### config.mk
export PLATFORM = sky130hd
export DESIGN_NAME = adc_ddr_word_align
export DESIGN_NICKNAME = d
export VERILOG_FILES = /design/src/rtl/adc_align_pkg.sv /design/src/rtl/adc_align_fsm.sv /design/src/rtl/adc_ddr_word_align.sv
export SDC_FILE = /design/constraint.sdc
export NUM_CORES = 1
export LEC_CHECK = 0
export ABC_CLOCK_PERIOD_IN_PS = 5000
export BUFFER_PORTS_ARGS = -buffer_cell sky130_fd_sc_hd__buf_4
export CAP_MARGIN = 20
export CORE_MARGIN = 5
export CORE_UTILIZATION = 60
export DETAILED_ROUTE_END_ITERATION = 10
export PLACE_DENSITY = 0.92
export SLEW_MARGIN = 40
export SYNTH_ARGS = -nofsm -noshare
export SYNTH_HDL_FRONTEND = slang
export SYNTH_SLANG_ARGS = --single-unit
### constraint.sdc
create_clock -name clk250 -period 5 [get_ports clk250]
set_clock_uncertainty 0.05 [all_clocks]
set_input_delay 0.75 -clock clk250 [delete_from_list [all_inputs] [get_ports clk250]]
set_output_delay 0.75 -clock clk250 [all_outputs]
set_load 0.1 [all_outputs]
### src/rtl/adc_align_pkg.sv
// Shared types and constants for the ADS5400 DDR word-alignment block.
package adc_align_pkg;

    localparam int unsigned ADC_BITS = 12;

    localparam logic [ADC_BITS-1:0] PAT_A_DEF = 12'hAAA;
    localparam logic [ADC_BITS-1:0] PAT_B_DEF = 12'h555;

    typedef enum logic [2:0] {
        ST_IDLE,
        ST_SETTLE,
        ST_CHECK,
        ST_LOCKED,
        ST_FAIL
    } align_state_e;

    // A lane is flagged only when it is wrong under both the forward and the
    // reversed Q1/Q2 ordering, so a plain ordering mix-up never marks a lane.
    function automatic logic [ADC_BITS-1:0] lanes_wrong_both(
        input logic [ADC_BITS-1:0] q1,
        input logic [ADC_BITS-1:0] q2,
        input logic [ADC_BITS-1:0] pat_a,
        input logic [ADC_BITS-1:0] pat_b
    );
        logic [ADC_BITS-1:0] wrong_fwd;
        logic [ADC_BITS-1:0] wrong_rev;
        wrong_fwd = (q1 ^ pat_a) | (q2 ^ pat_b);
        wrong_rev = (q1 ^ pat_b) | (q2 ^ pat_a);
        return wrong_fwd & wrong_rev;
    endfunction

endpackage

### src/rtl/adc_align_fsm.sv
// Training FSM: finds the Q1/Q2 ordering from the ADC alternating test
// pattern, tracks per-lane errors and reports lock / failure.
module adc_align_fsm
    import adc_align_pkg::*;
#(
    parameter logic [ADC_BITS-1:0] PAT_A       = PAT_A_DEF,
    parameter logic [ADC_BITS-1:0] PAT_B       = PAT_B_DEF,
    parameter int unsigned         SETTLE_CYC  = 16,
    parameter int unsigned         MATCH_CYC   = 64,
    parameter int unsigned         TIMEOUT_CYC = 4096
) (
    input  logic                clk250,
    input  logic                rst,
    input  logic [ADC_BITS-1:0] q1_s1,
    input  logic [ADC_BITS-1:0] q2_s1,
    input  logic                train_start,
    output logic                locked,
    output logic                train_fail,
    output logic                swap,
    output logic [ADC_BITS-1:0] lane_err
);

    localparam int unsigned SETTLE_W  = $clog2(SETTLE_CYC) + 1;
    localparam int unsigned MATCH_W   = $clog2(MATCH_CYC) + 1;
    localparam int unsigned TIMEOUT_W = $clog2(TIMEOUT_CYC) + 1;

    align_state_e          state_q, state_d;
    logic [SETTLE_W-1:0]   settle_cnt_q, settle_cnt_d;
    logic [MATCH_W-1:0]    match_cnt_q, match_cnt_d;
    logic [TIMEOUT_W-1:0]  timeout_cnt_q, timeout_cnt_d;
    logic                  cand_valid_q, cand_valid_d;
    logic                  cand_swap_q, cand_swap_d;
    logic                  swap_q, swap_d;
    logic [ADC_BITS-1:0]   lane_err_q, lane_err_d;

    logic fwd;
    logic rev;
    logic hit;

    // State and counter registers.
    always_ff @(posedge clk250 or posedge rst) begin
        if (rst) begin
            state_q       <= ST_IDLE;
            settle_cnt_q  <= '0;
            match_cnt_q   <= '0;
            timeout_cnt_q <= '0;
            cand_valid_q  <= 1'b0;
            cand_swap_q   <= 1'b0;
            swap_q        <= 1'b0;
            lane_err_q    <= '0;
        end else begin
            state_q       <= state_d;
            settle_cnt_q  <= settle_cnt_d;
            match_cnt_q   <= match_cnt_d;
            timeout_cnt_q <= timeout_cnt_d;
            cand_valid_q  <= cand_valid_d;
            cand_swap_q   <= cand_swap_d;
            swap_q        <= swap_d;
            lane_err_q    <= lane_err_d;
        end
    end

    // Next-state logic; timeout is tested before lock so it wins a tie.
    always_comb begin
        state_d       = state_q;
        settle_cnt_d  = settle_cnt_q;
        match_cnt_d   = match_cnt_q;
        timeout_cnt_d = timeout_cnt_q;
        cand_valid_d  = cand_valid_q;
        cand_swap_d   = cand_swap_q;
        swap_d        = swap_q;
        lane_err_d    = lane_err_q;

        fwd = (q1_s1 == PAT_A) && (q2_s1 == PAT_B);
        rev = (q1_s1 == PAT_B) && (q2_s1 == PAT_A);
        hit = cand_valid_q ? (cand_swap_q ? rev : fwd) : (fwd || rev);

        if (train_start) begin
            state_d       = ST_SETTLE;
            settle_cnt_d  = '0;
            match_cnt_d   = '0;
            timeout_cnt_d = '0;
            cand_valid_d  = 1'b0;
            cand_swap_d   = 1'b0;
            lane_err_d    = '0;
        end else begin
            unique case (state_q)
                ST_IDLE: begin
                end
                ST_SETTLE: begin
                    settle_cnt_d  = settle_cnt_q + SETTLE_W'(1);
                    timeout_cnt_d = timeout_cnt_q + TIMEOUT_W'(1);
                    if (timeout_cnt_d == TIMEOUT_W'(TIMEOUT_CYC)) begin
                        state_d = ST_FAIL;
                    end else if (settle_cnt_d == SETTLE_W'(SETTLE_CYC)) begin
                        state_d = ST_CHECK;
                    end
                end
                ST_CHECK: begin
                    timeout_cnt_d = timeout_cnt_q + TIMEOUT_W'(1);
                    if (hit) begin
                        match_cnt_d = match_cnt_q + MATCH_W'(1);
                        if (!cand_valid_q) begin
                            cand_valid_d = 1'b1;
                            cand_swap_d  = !fwd;
                        end
                    end else begin
                        match_cnt_d  = '0;
                        cand_valid_d = 1'b0;
                        cand_swap_d  = 1'b0;
                        lane_err_d   = lane_err_q |
                                       lanes_wrong_both(q1_s1, q2_s1, PAT_A, PAT_B);
                    end
                    if (timeout_cnt_d == TIMEOUT_W'(TIMEOUT_CYC)) begin
                        state_d = ST_FAIL;
                    end else if (hit && (match_cnt_d == MATCH_W'(MATCH_CYC))) begin
                        state_d = ST_LOCKED;
                        swap_d  = cand_swap_d;
                    end
                end
                ST_LOCKED: begin
                end
                ST_FAIL: begin
                end
                default: begin
                    state_d = ST_IDLE;
                end
            endcase
        end
    end

    assign locked     = (state_q == ST_LOCKED);
    assign train_fail = (state_q == ST_FAIL);
    assign swap       = swap_q;
    assign lane_err   = lane_err_q;

endmodule

### src/rtl/adc_ddr_word_align.sv
// Rebuilds aligned two's-complement sample pairs from the 12 ISERDES lanes
// (Q1/Q2 per lane) and reports training status.
module adc_ddr_word_align
    import adc_align_pkg::*;
#(
    parameter logic [ADC_BITS-1:0] PAT_A       = PAT_A_DEF,
    parameter logic [ADC_BITS-1:0] PAT_B       = PAT_B_DEF,
    parameter int unsigned         SETTLE_CYC  = 16,
    parameter int unsigned         MATCH_CYC   = 64,
    parameter int unsigned         TIMEOUT_CYC = 4096,
    parameter int unsigned         TWOS_COMP   = 1
) (
    input  logic                clk250,
    input  logic                rst,
    input  logic [ADC_BITS-1:0] q1_bits,
    input  logic [ADC_BITS-1:0] q2_bits,
    input  logic                train_start,
    output logic [ADC_BITS-1:0] sample_even,
    output logic [ADC_BITS-1:0] sample_odd,
    output logic                sample_valid,
    output logic                locked,
    output logic                train_fail,
    output logic                swap,
    output logic [ADC_BITS-1:0] lane_err
);

    localparam logic [ADC_BITS-1:0] MSB_FLIP =
        (TWOS_COMP != 0) ? {1'b1, {(ADC_BITS-1){1'b0}}} : '0;

    logic [ADC_BITS-1:0] q1_s1_q, q1_s1_d;
    logic [ADC_BITS-1:0] q2_s1_q, q2_s1_d;
    logic [ADC_BITS-1:0] sample_even_q, sample_even_d;
    logic [ADC_BITS-1:0] sample_odd_q, sample_odd_d;
    logic                sample_valid_q, sample_valid_d;

    logic                fsm_locked;
    logic                fsm_swap;

    adc_align_fsm #(
        .PAT_A       (PAT_A),
        .PAT_B       (PAT_B),
        .SETTLE_CYC  (SETTLE_CYC),
        .MATCH_CYC   (MATCH_CYC),
        .TIMEOUT_CYC (TIMEOUT_CYC)
    ) u_fsm (
        .clk250      (clk250),
        .rst         (rst),
        .q1_s1       (q1_s1_q),
        .q2_s1       (q2_s1_q),
        .train_start (train_start),
        .locked      (fsm_locked),
        .train_fail  (train_fail),
        .swap        (fsm_swap),
        .lane_err    (lane_err)
    );

    // Stage-1 capture and stage-2 ordering/format selection.
    always_comb begin
        q1_s1_d       = q1_bits;
        q2_s1_d       = q2_bits;
        sample_even_d = (fsm_swap ? q2_s1_q : q1_s1_q) ^ MSB_FLIP;
        sample_odd_d  = (fsm_swap ? q1_s1_q : q2_s1_q) ^ MSB_FLIP;
        // Trails locked by one cycle to line up with the data, but drops on
        // the same edge as locked when training restarts.
        sample_valid_d = fsm_locked && !train_start;
    end

    // Two-stage data pipeline registers.
    always_ff @(posedge clk250 or posedge rst) begin
        if (rst) begin
            q1_s1_q        <= '0;
            q2_s1_q        <= '0;
            sample_even_q  <= '0;
            sample_odd_q   <= '0;
            sample_valid_q <= 1'b0;
        end else begin
            q1_s1_q        <= q1_s1_d;
            q2_s1_q        <= q2_s1_d;
            sample_even_q  <= sample_even_d;
            sample_odd_q   <= sample_odd_d;
            sample_valid_q <= sample_valid_d;
        end
    end

    assign sample_even  = sample_even_q;
    assign sample_odd   = sample_odd_q;
    assign sample_valid = sample_valid_q;
    assign locked       = fsm_locked;
    assign swap         = fsm_swap;

endmodule

==> impl_metrics.json <==
{
  "cts_hold_buffers": 0,
  "path_class": "flop to flop",
  "synthArstFlopShare": 1.00,
  "synth_edf_count": 0,
  "seqPwrFrac": 0.460,
  "cts_sinks": 92,
  "place_congestion": 0.842,
  "cts_tree": "built",
  "hold_path_class": "input port to asynchronous set/reset pin",
  "pwr-share-comb": 0.244,
  "multiInputGateArea_um2": 1650,
  "p_int_uw": 1220,
  "cpPeakStageDelay_ps": 660,
  "post-cts-setup-buffer-count": 0,
  "grt_max_degree": 57,
  "die_y_um": 91.9,
  "synth_area_um2": 4030,
  "synth_ff_type": "dfrtp_1",
  "power_switching_uw": 640,
  "wire_per_inst_um": 17.0,
  "place_area_um2": 4580,
  "fin_nets": 441,
  "critPathSlowestCell": "or4_1",
  "vdd_drop_max_uv": 296,
  "synth_fa_ha_area_frac": 0.00932,
  "end_kind": "flop",
  "ys_seq_elements": 92,
  "synth_fp_nets": 375,
  "clkLatencyLatePin_ps": 350,
  "die_area_um2": 8450,
  "dr.pass1.iters": 4,
  "num_vias": 2869,
  "path_cells": "nor4bb_1, nand2_1, or4_1, and3_4, a21oi_2, nor2_1",
  "swShare": 0.344,
  "final_core_util": 0.744,
  "syn_to_final_growth_pct": 19.3,
  "powerDensity_nw_per_um2": 387,
  "finalCritPeriodShare": 0.470,
  "drt_iter0_drc": 178,
  "final_cell_mix": "dfrtp_1 (91), buf_4 (67), nor2_1 (36), nand2_1 (25), mux2_2 (22)",
  "clock_path_buffers": 2,
  "post_cts_resized": 0,
  "synth_xor_area_frac": 0.0609,
  "yosys.area_share.simple": 0.180,
  "cts_root_buf": "clkbuf_8",
  "die_w_um": 91.9,
  "final_common_cell": "dfrtp_1",
  "p_clk_frac": 0.296,
  "numCtsBuffers": 9,
  "synth_top_family_by_area": "simple AND/OR/NAND/NOR gates",
  "ys_warn_count": 0,
  "critical_path_arrival_ps": 2530,
  "antenna_found_initial": 0,
  "place_ws_ps": 2670,
  "fin_ws_ps": 2650,
  "max_freq_mhz": 426,
  "drive_above_1_share": 0.291,
  "slew-limit-headroom": 0.566,
  "worst_setup_path_start_kind": "flop",
  "avgSynthCellArea_um2": 11.7,
  "fin_crit_ps": 2350,
  "start_util": 0.624,
  "pin_count": 67,
  "worstPathMaxFanout": 12,
  "whs_ps": 361,
  "core-area_um2": 6460,
  "synth_compound_area_frac": 0.0835,
  "synth_cell_types": 53,
  "rows": 29,
  "worst_pin_slew_ps": 645,
  "path_buf_inv": 0,
  "dpl.hpwl_mm": 5.79,
  "h-tree-depth": 3,
  "final.setup.tns_ps": 0,
  "leakage_uw": 0.00218,
  "crit_family": "simple AND/OR/NAND/NOR gates",
  "status": "finished clean",
  "crit_required_ps": 5180,
  "drv_slew": 0,
  "n_antenna_cell": 0,
  "wl_mm": 8.39,
  "clk_pin_slew_ps": 90,
  "port_buffers": 66,
  "grt_pass1_vias": 2864,
  "via_per_inst": 5.82,
  "ys_seq_area_frac": 0.571,
  "drc_errors": 0,
  "rsz0062_at_grt": "no",
  "muxShareOfSynthArea": 0.0764,
  "fill_cells": 405,
  "overflow": 0,
  "finalSetupViolCount": 0,
  "grt_pass1_wl_mm": 14.2,
  "grt_usage": 0.212,
  "drtAntennaViolNets": 0,
  "seq_area_um2": 2300,
  "stdcell_area_um2": 4800,
  "hold_viol_final": 0,
  "synthCells": 345,
  "cap_violations": 0
}
metrics by stage:
| stage | total power [µW] | cells |
|---|---|---|
| 2_1_floorplan | 1210 | 345 |
| 3_3_place_gp | 1300 | 477 |
| 3_5_place_dp | 1320 | 477 |
| 4_1_cts | 1860 | 493 |
| 5_1_grt | 1930 | 493 |
| 6_report | 1860 | 493 |
worst reg2reg max path, stage by stage (launching register included):
cell and delay [ps]:
dfrtp_1 430, nor4bb_1 390, nand2_1 120, or4_1 660
and3_4 320, a21oi_2 180, nor2_1 70
Yosys cell counts, drive strengths merged (4+ instances only):
cell type,instances,area (µm²)
xor2,14,123
o21ai,8,40.0
dfrtp,92,2300
inv,5,18.8
clkbuf,8,30.0
nand2,25,93.8
xnor2,14,123
buf,4,25.0
and3,7,48.8
a31oi,4,25.0
nand3,9,45.0
nand2b,12,75.1
nand4,7,43.8
and4bb,4,50.1
or4,6,45.0
mux2i,6,60.1
a21oi,16,121
nor2,36,135
mux2,22,248
layout make-up:
| type | instances | area share |
|---|---|---|
| Tap cell | 77 | 0.0201 |
| Timing Repair Buffer | 67 | 0.105 |
| Multi-Input combinational cell | 236 | 0.344 |
| Clock buffer | 11 | 0.0294 |
| Inverter | 5 | 0.00495 |
| Clock inverter | 5 | 0.0174 |
| Sequential cell | 92 | 0.479 |
final timing paths:
kind | from | endpoint | slack, ps | cells after the start
min reg2reg | u_fsm.match_cnt_q[4]$_DFFE_PP0P_ | u_fsm.match_cnt_q[4]$_DFFE_PP0P_ | 470 | 1
max reg2reg | q2_s1_q[0]$_DFF_PP0_ | u_fsm.lane_err[5]$_DFFE_PP0P_ | 2650 | 6
max in group asynchronous | rst | u_fsm.swap$_DFFE_PP0P_ | 3690 | 3
min | rst | sample_even[10]$_DFF_PP0_ | 360 | 2
min in group clk250 | q2_bits[8] | q2_s1_q[8]$_DFF_PP0_ | 440 | 1
max | q2_s1_q[0]$_DFF_PP0_ | u_fsm.lane_err[5]$_DFFE_PP0P_ | 2650 | 6
flip-flops by register name, summed over array words and instances (netlist names):
register             cells
q1_s1_q                 12
q2_s1_q                 12
sample_even             12
sample_odd              12
sample_valid             1
u_fsm.cand_swap_q        1
u_fsm.cand_valid_q       1
u_fsm.lane_err          12
u_fsm.match_cnt_q        7
u_fsm.settle_cnt_q       5
u_fsm.state_q            3
u_fsm.swap               1
u_fsm.timeout_cnt_q     13
layer usage:
metal / vias to the layer above / track usage / wire length [µm]
met5: - / 0 / 0
met4: 0 / 0.0965 / 136
met3: 18 / 0.0581 / 613
met2: 104 / 0.344 / 4230
met1: 1400 / 0.268 / 3410
li1: 1347 / - / -
cell families after synthesis:
family,after synthesis
AND/OR/NAND/NOR,131
AO/OA/AOI/OAI,46
XOR/XNOR,28
buffers and inverters,17
multiplexers,28
flip-flops,92
adder cells (fa/ha/maj),3
power groups by stage:
stage          clock network (µW)  registers (µW)  logic (µW)
2_1_floorplan                   0            1030         184
3_3_place_gp                    0             862         439
3_5_place_dp                    0             865         453
4_1_cts                       554             853         457
5_1_grt                       586             863         484
6_report                      550             854         454
(Power assumes the default switching activity.)
